[config.mk]
export PLATFORM = sky130hd
export DESIGN_NAME = rps_match_driver
export DESIGN_NICKNAME = d
export VERILOG_FILES = /design/src/rtl/rps_pkg.sv /design/src/rtl/rps_move_fifo.sv /design/src/rtl/rps_match_driver.sv
export SDC_FILE = /design/constraint.sdc
export NUM_CORES = 1
export LEC_CHECK = 0
export BUFFER_PORTS_ARGS = -buffer_cell sky130_fd_sc_hd__buf_2
export CAP_MARGIN = 30
export CORE_ASPECT_RATIO = 0.5
export CORE_MARGIN = 3
export CORE_UTILIZATION = 50
export DETAILED_ROUTE_END_ITERATION = 10
export GPL_TIMING_DRIVEN = 0
export MAX_ROUTING_LAYER = met4
export PLACE_DENSITY = 0.75
export SLEW_MARGIN = 20
export SYNTH_ARGS = -nofsm -noshare
export SYNTH_HDL_FRONTEND = slang
export SYNTH_SLANG_ARGS = --single-unit
[constraint.sdc]
create_clock -name clk -period 2.2 [get_ports clk]
set_input_delay 0.11 -clock clk [delete_from_list [all_inputs] [get_ports clk]]
set_output_delay 0.11 -clock clk [all_outputs]
set_load 0.1 [all_outputs]
[src/rtl/rps_pkg.sv]
// rps_pkg: shared encodings, FSM state type and small helpers for the
// rock-paper-scissors referee driver (rps_match_driver, rps_move_fifo).
package rps_pkg;

    typedef enum logic [1:0] {
        MV_NONE     = 2'b00,
        MV_ROCK     = 2'b01,
        MV_PAPER    = 2'b10,
        MV_SCISSORS = 2'b11
    } move_t;

    typedef enum logic [1:0] {
        RND_INVALID = 2'b00,
        RND_P1      = 2'b01,
        RND_P2      = 2'b10,
        RND_TIE     = 2'b11
    } round_t;

    typedef enum logic [1:0] {
        MATCH_RUN  = 2'b00,
        MATCH_P1   = 2'b01,
        MATCH_P2   = 2'b10,
        MATCH_DRAW = 2'b11
    } match_t;

    typedef enum logic [2:0] {
        S_IDLE,
        S_INIT,
        S_PLAY,
        S_GAP,
        S_DONE
    } drv_state_t;

    typedef struct packed {
        move_t p;
        move_t s;
    } pair_t;

    localparam int         MIN_ROUNDS = 4;
    localparam int         MAX_ROUNDS = 19;
    localparam logic [5:0] CNT_MAX    = 6'd63;

    // Clamp the requested round count into MIN..MAX and return the
    // 4-bit code the referee expects as {p, s} during init.
    function automatic logic [3:0] rounds_code(input logic [4:0] r);
        logic [4:0] c;
        if (r < 5'(MIN_ROUNDS))
            c = 5'(MIN_ROUNDS);
        else if (r > 5'(MAX_ROUNDS))
            c = 5'(MAX_ROUNDS);
        else
            c = r;
        return 4'(c - 5'(MIN_ROUNDS));
    endfunction

    function automatic logic [5:0] sat_inc(input logic [5:0] c);
        return (c == CNT_MAX) ? c : c + 6'd1;
    endfunction

    // Two LFSR bits to a legal move; 00 would be "none" so it maps to rock.
    function automatic move_t lfsr_move(input logic [1:0] b);
        return (b == 2'b00) ? MV_ROCK : move_t'(b);
    endfunction

endpackage

[src/rtl/rps_move_fifo.sv]
// rps_move_fifo: synchronous first-word-fall-through FIFO of {p, s} move
// pairs. Ports: clk, rst (async high), flush, push/wdata, pop/rdata, full, empty.
module rps_move_fifo
    import rps_pkg::*;
#(
    parameter int DEPTH = 4
) (
    input  logic  clk,
    input  logic  rst,
    input  logic  flush,
    input  logic  push,
    input  pair_t wdata,
    input  logic  pop,
    output pair_t rdata,
    output logic  full,
    output logic  empty
);
    localparam int AW = $clog2(DEPTH);

    pair_t       mem [DEPTH];
    logic [AW:0] wr_ptr;
    logic [AW:0] rd_ptr;
    logic        do_push;
    logic        do_pop;

    // Pointers carry one wrap bit so full and empty are distinguishable.
    assign empty   = (wr_ptr == rd_ptr);
    assign full    = (wr_ptr[AW] != rd_ptr[AW]) &&
                     (wr_ptr[AW-1:0] == rd_ptr[AW-1:0]);
    assign do_pop  = pop && !empty;
    // A pop in the same cycle frees the slot the push will use.
    assign do_push = push && (!full || do_pop);
    assign rdata   = mem[rd_ptr[AW-1:0]];

    always_ff @(posedge clk or posedge rst) begin
        if (rst) begin
            wr_ptr <= '0;
            rd_ptr <= '0;
        end else if (flush) begin
            wr_ptr <= '0;
            rd_ptr <= '0;
        end else begin
            if (do_push)
                wr_ptr <= wr_ptr + 1'b1;
            if (do_pop)
                rd_ptr <= rd_ptr + 1'b1;
        end
    end

    always_ff @(posedge clk) begin
        if (do_push && !flush)
            mem[wr_ptr[AW-1:0]] <= wdata;
    end

endmodule

[src/rtl/rps_match_driver.sv]
// rps_match_driver: initiator side of the rock-paper-scissors referee link.
// Queues host move pairs (mv_valid/mv_ready/mv_p/mv_s), drives the referee
// (g_i/g_p/g_s), samples g_m/g_pa, and reports busy/done/winner/timeout plus
// saturating wins1/wins2/ties/invalids counters. Clock clk, async reset rst.
// Optional macro RPS_DRV_LFSR_EN: an empty queue in PLAY yields LFSR moves
// instead of stalling.
module rps_match_driver
    import rps_pkg::*;
#(
    parameter int FIFO_DEPTH = 4,
    parameter int RESP_LAT   = 1,
    parameter int MAX_MOVES  = 32
) (
    input  logic       clk,
    input  logic       rst,
    input  logic       start,
    input  logic [4:0] cfg_rounds,
    input  logic       mv_valid,
    output logic       mv_ready,
    input  logic [1:0] mv_p,
    input  logic [1:0] mv_s,
    output logic       g_i,
    output logic [1:0] g_p,
    output logic [1:0] g_s,
    input  logic [1:0] g_m,
    input  logic [1:0] g_pa,
    output logic       busy,
    output logic       done,
    output logic [1:0] winner,
    output logic       timeout,
    output logic [5:0] wins1,
    output logic [5:0] wins2,
    output logic [5:0] ties,
    output logic [5:0] invalids
);
    localparam int MW = $clog2(MAX_MOVES + 1);
    localparam int GW = $clog2(RESP_LAT + 1);

    drv_state_t    state;
    logic [MW-1:0] moves;
    logic [GW-1:0] gap_cnt;
    logic          start_ok;
    logic          fifo_full;
    logic          fifo_empty;
    logic          pop;
    logic          push;
    logic          take;
    pair_t         head;
    pair_t         nxt;

    assign start_ok = start && (state == S_IDLE || state == S_DONE);
    assign pop      = (state == S_PLAY) && !fifo_empty;
    // Ready also while full if this cycle pops, so push+pop keeps it full.
    assign mv_ready = !rst && (!fifo_full || pop);
    assign push     = mv_valid && mv_ready;

    rps_move_fifo #(
        .DEPTH (FIFO_DEPTH)
    ) u_fifo (
        .clk   (clk),
        .rst   (rst),
        .flush (start_ok),
        .push  (push),
        .wdata ({move_t'(mv_p), move_t'(mv_s)}),
        .pop   (pop),
        .rdata (head),
        .full  (fifo_full),
        .empty (fifo_empty)
    );

`ifdef RPS_DRV_LFSR_EN
    logic [7:0] lfsr;
    logic       lfsr_fb;
    logic       gen;

    // Taps for x^8+x^6+x^5+x^4+1, shifting toward the MSB.
    assign lfsr_fb = lfsr[7] ^ lfsr[5] ^ lfsr[4] ^ lfsr[3];
    assign gen     = (state == S_PLAY) && fifo_empty;
    assign take    = (state == S_PLAY);
    assign nxt     = pop ? head
                         : {lfsr_move(lfsr[1:0]), lfsr_move(lfsr[3:2])};

    always_ff @(posedge clk or posedge rst) begin
        if (rst)
            lfsr <= 8'hA5;
        else if (start_ok)
            lfsr <= 8'hA5;
        else if (gen)
            lfsr <= {lfsr[6:0], lfsr_fb};
    end
`else
    assign take = pop;
    assign nxt  = head;
`endif

    always_ff @(posedge clk or posedge rst) begin
        if (rst) begin
            state    <= S_IDLE;
            moves    <= '0;
            gap_cnt  <= '0;
            g_i      <= 1'b0;
            g_p      <= 2'b00;
            g_s      <= 2'b00;
            busy     <= 1'b0;
            done     <= 1'b0;
            winner   <= 2'b00;
            timeout  <= 1'b0;
            wins1    <= '0;
            wins2    <= '0;
            ties     <= '0;
            invalids <= '0;
        end else begin
            done <= 1'b0;
            unique case (state)
                S_IDLE, S_DONE: begin
                    if (start_ok) begin
                        state      <= S_INIT;
                        g_i        <= 1'b1;
                        {g_p, g_s} <= rounds_code(cfg_rounds);
                        busy       <= 1'b1;
                        winner     <= 2'b00;
                        timeout    <= 1'b0;
                        moves      <= '0;
                        wins1      <= '0;
                        wins2      <= '0;
                        ties       <= '0;
                        invalids   <= '0;
                    end
                end
                S_INIT: begin
                    g_i   <= 1'b0;
                    g_p   <= 2'b00;
                    g_s   <= 2'b00;
                    state <= S_PLAY;
                end
                S_PLAY: begin
                    // The pair shows on g_p/g_s during the first GAP cycle.
                    if (take) begin
                        g_p     <= nxt.p;
                        g_s     <= nxt.s;
                        moves   <= moves + MW'(1);
                        gap_cnt <= '0;
                        state   <= S_GAP;
                    end
                end
                S_GAP: begin
                    g_p <= 2'b00;
                    g_s <= 2'b00;
                    if (gap_cnt == GW'(RESP_LAT)) begin
                        unique case (round_t'(g_m))
                            RND_INVALID: invalids <= sat_inc(invalids);
                            RND_P1:      wins1    <= sat_inc(wins1);
                            RND_P2:      wins2    <= sat_inc(wins2);
                            RND_TIE:     ties     <= sat_inc(ties);
                        endcase
                        if (match_t'(g_pa) != MATCH_RUN) begin
                            state  <= S_DONE;
                            done   <= 1'b1;
                            busy   <= 1'b0;
                            winner <= g_pa;
                        end else if (moves == MW'(MAX_MOVES)) begin
                            state   <= S_DONE;
                            done    <= 1'b1;
                            busy    <= 1'b0;
                            winner  <= 2'b00;
                            timeout <= 1'b1;
                        end else begin
                            state <= S_PLAY;
                        end
                    end else begin
                        gap_cnt <= gap_cnt + GW'(1);
                    end
                end
                default: state <= S_IDLE;
            endcase
        end
    end

endmodule

==> results.sh <==
export IMPL_clock_tree_buffer_depth=2
export IMPL_global_route_wire_length_before_repair_um=13000
export IMPL_maximum_capacitance_violations=0
export IMPL_power_report_internal_total_mw=3.24
export IMPL_syn_area_um2=3380
export IMPL_crit_reg2reg_capture="u_fifo.mem[3][0]"
export IMPL_powerDensity_nw_per_um2=1490
export IMPL_netlist_area_leader_share_pct=37.0
export IMPL_synth_cell_types=52
export IMPL_average_cell_area_after_synthesis_um2=10.9
export IMPL_relSlewSlack_pct=51.2
export IMPL_vias=2707
export IMPL_worstHoldPathType="input port to flip-flop"
export IMPL_final_setup_skew_ps=4.11
export IMPL_post_synth_top_area_cell="sky130_fd_sc_hd__dfrtp_1"
export IMPL_synth_area_leaders="sky130_fd_sc_hd__dfrtp_1, sky130_fd_sc_hd__edfxtp_1, sky130_fd_sc_hd__nand3_1"
export IMPL_fp_row_count=20
export IMPL_finish_utilization_pct=65.6
export IMPL_firstDrtPassIters=4
export IMPL_grt_ovfl_total=0
export IMPL_remaining_drc_errors=0
export IMPL_fin_setup_tns_ps=0
export IMPL_portBuffers=51
export IMPL_transition_time_at_the_pin_with_the_least_slew_margin_ps=731
export IMPL_post_synth_edffs=16
export IMPL_die_w_um=122
export IMPL_rrSetupSlack_ps=150
export IMPL_worstPathMaxFanout=10
export IMPL_htreeDepth=3
export IMPL_coreArea_um2=6310
export IMPL_netlist_instances=309
export IMPL_total_switching_power_mw=2.92
export IMPL_critPathArrivalTime_ps=1970
export IMPL_post_drt_wl_per_cell_um=16.3
export IMPL_grt_pass1_vias=2726
export IMPL_final_max_slew_viol_count=0
export IMPL_cts_num_sinks=66
export IMPL_power_switching_share_pct=47.4
export IMPL_layout_setup_ws_ps=121
export IMPL_io_pins=52
export IMPL_sequentialPowerShare_pct=30.5
export IMPL_net_count_final=406
export IMPL_setup_worst_path_class="flip-flop to output pin"
export IMPL_gp_congestion=0.837
export IMPL_min_from="g_pa[1]"
export IMPL_crit_path_start_kind="flip-flop"
export IMPL_cts_buffers=9
export IMPL_worstSkewPairLatency_ps=340
export IMPL_diodes=0
export IMPL_synthesis_nets=337
export IMPL_number_of_antenna_violations_at_the_first_check_in_global_routing=0
export IMPL_dieArea_um2=7840
export IMPL_layout_drive_gt1_share_pct=25.1
export IMPL_detailedPlacementHpwl_um=5340
export IMPL_data_required_time_at_the_worst_endpoint_ps=2090
export IMPL_clock_tree_root_cell="sky130_fd_sc_hd__clkbuf_16"
export IMPL_run_status="finished clean"
export IMPL_area_growth_synth_to_final_pct=22.4
export IMPL_detailedPlace_worstSlack_ps=19.2
export IMPL_worst_ir_drop_vdd_mv=0.760
export IMPL_timing_hold_violations_final=0
export IMPL_synth_cells_most_frequent="sky130_fd_sc_hd__dfrtp_1, sky130_fd_sc_hd__nand2_1, sky130_fd_sc_hd__nand3_1, sky130_fd_sc_hd__o21ai_0, sky130_fd_sc_hd__edfxtp_1"
export IMPL_layout_min_cycle_time_ps=2080
export IMPL_start_util_pct=53.6
export IMPL_drt_wl_total_um=7680
export IMPL_drt_iter0_drc=168
export IMPL_crit_reg2reg_launch="state[1]"
export IMPL_cts_tree="done"
export IMPL_ys_ff_latch=66
export IMPL_clkPwrFrac_pct=22.1
export IMPL_max_freq_ghz=0.481
export IMPL_grt_start_max_net_pins=32
export IMPL_final_min_period_over_clock_period_pct=94.5
export IMPL_ys_seq_area_share_pct=51.2
export IMPL_synth_yosys_warnings=0
export IMPL_die_height_um=64.1
export IMPL_route_antenna_remaining_nets=0
export IMPL_p_leak_nw=1.85
export IMPL_vias_per_cell=5.75
export IMPL_total_power_mw=6.16
export IMPL_comb_power_share_pct=47.5
export IMPL_grt_usage_pct=22.5
export IMPL_clk_transition_reported_paths_ps=50
export IMPL_total_setup_violations_reported_at_the_end_of_the_flow=0
export IMPL_timing_hold_worst_endpoint="winner[1]"
export IMPL_rsz0062_at_grt="false"
export IMPL_postSynth_asyncResetShare_pct=75.8
export IMPL_synth_top_flop_cell="sky130_fd_sc_hd__dfrtp_1"
export IMPL_reg2regPathDepth=5
export IMPL_critPathCaptureType="output pin"
export IMPL_post_synth_top_count_cell="sky130_fd_sc_hd__dfrtp_1"
export IMPL_holdPathStages=3
[critical path, stage by stage, from the launching register on]
cell and delay (ps):
sky130_fd_sc_hd__dfrtp_1 430, sky130_fd_sc_hd__buf_2 200, sky130_fd_sc_hd__or3b_2 560, sky130_fd_sc_hd__a41oi_2 190, sky130_fd_sc_hd__buf_6 250
[cell type report]
class / instances / area, um^2
Multi-Input combinational cell: 213 / 1530
Inverter: 15 / 56.3
Tap cell: 88 / 110
Clock inverter: 4 / 42.5
Buffer: 15 / 78.8
Clock buffer: 12 / 236
Fill cell: 509 / 2170
Timing Repair Buffer: 58 / 349
Sequential cell: 66 / 1740
[stage by stage]
stage                     std cells  hold WS, ps  instance area [um^2]
after floorplan                 309          194                  3390
after global placement          448          318                  3760
after detailed placement        449          315                  3790
after global routing            471         22.4                  4140
after CTS                       471         18.1                  4130
final                           471         20.7                  4140
[logic make-up (layout without fill, tap and decap cells)]
kind of cell / count (synthesis) / in the layout / synth area share (%)
buf+inv: 30 / 104 / 4.00
flops: 66 / 66 / 51.2
xor+xnor: 11 / 11 / 2.85
compound gates: 71 / 71 / 15.8
mux: 13 / 13 / 4.81
fa+ha+maj: 13 / 13 / 4.66
simple gates: 105 / 105 / 16.7
[routing by layer]
layer	vias up	wire, um	track usage, %
li1	1291	-	-
met1	1339	3310	26.0
met2	68	3810	36.5
met3	9	481	9.11
met4	0	79	6.28
met5	-	0	-
[layout by cell type (no fill, tap or decap), types with 4 or more instances in the layout]
cell / synthesis / layout
sky130_fd_sc_hd__buf_2: 6 / 56
sky130_fd_sc_hd__dfrtp_1: 50 / 45
sky130_fd_sc_hd__nand3_1: 28 / 28
sky130_fd_sc_hd__nand2_1: 28 / 28
sky130_fd_sc_hd__o21ai_0: 20 / 20
sky130_fd_sc_hd__edfxtp_1: 16 / 16
sky130_fd_sc_hd__inv_1: 15 / 14
sky130_fd_sc_hd__nor2_1: 12 / 12
sky130_fd_sc_hd__ha_1: 11 / 11
sky130_fd_sc_hd__o211ai_1: 10 / 10
sky130_fd_sc_hd__clkbuf_1: 6 / 9
sky130_fd_sc_hd__a21oi_1: 9 / 9
sky130_fd_sc_hd__clkbuf_16: 0 / 9
sky130_fd_sc_hd__or4_1: 8 / 8
sky130_fd_sc_hd__or3_1: 6 / 6
sky130_fd_sc_hd__xor2_1: 6 / 6
sky130_fd_sc_hd__mux2_2: 6 / 6
sky130_fd_sc_hd__dlygate4sd3_1: 0 / 6
sky130_fd_sc_hd__o31ai_1: 5 / 5
sky130_fd_sc_hd__xnor2_1: 5 / 5
sky130_fd_sc_hd__mux2i_1: 5 / 5
sky130_fd_sc_hd__dfrtp_2: 0 / 5
sky130_fd_sc_hd__a22o_1: 4 / 4
sky130_fd_sc_hd__a21o_1: 4 / 4
sky130_fd_sc_hd__and2_1: 4 / 4
[what timing repair did]
item | in CTS | in global routing
hold buffers | 6 | 0
buffers inserted | 0 | 0
setup endpoints to repair | 1 | 5
gates resized for setup | 1 | 2
hold endpoints to repair | 47 | 0
[worst max path at each step]
stage,startpoint,endpoint,slack (ps)
finish,state[0],mv_ready,120
global route,state[1],invalids[0],9
CTS,state[1],u_fifo.mem[3][0],10
detailed placement,state[1],u_fifo.mem[3][2],20
global placement,state[1],u_fifo.mem[3][1],-2
floorplan,wins2[1],wins2[5],9
[registers in the layout, indices dropped and copies added, names as in the netlist]
register       flops
busy               1
moves              6
wins1              6
g_i                1
timeout            1
gap_cnt            1
g_s                2
g_p                2
u_fifo.mem        16
u_fifo.rd_ptr      3
u_fifo.wr_ptr      3
done               1
winner             2
ties               6
invalids           6
state              3
wins2              6
[power groups by stage]
stage	clock network, mW	logic (mW)	registers (mW)
final	1.36	2.93	1.88
after global routing	1.46	3.12	1.93
after CTS	1.38	2.93	1.87
after detailed placement	0	2.90	1.89
after global placement	0	2.82	1.87
after floorplan	0	1.37	2.84
Power figures use the tool's default switching activity.
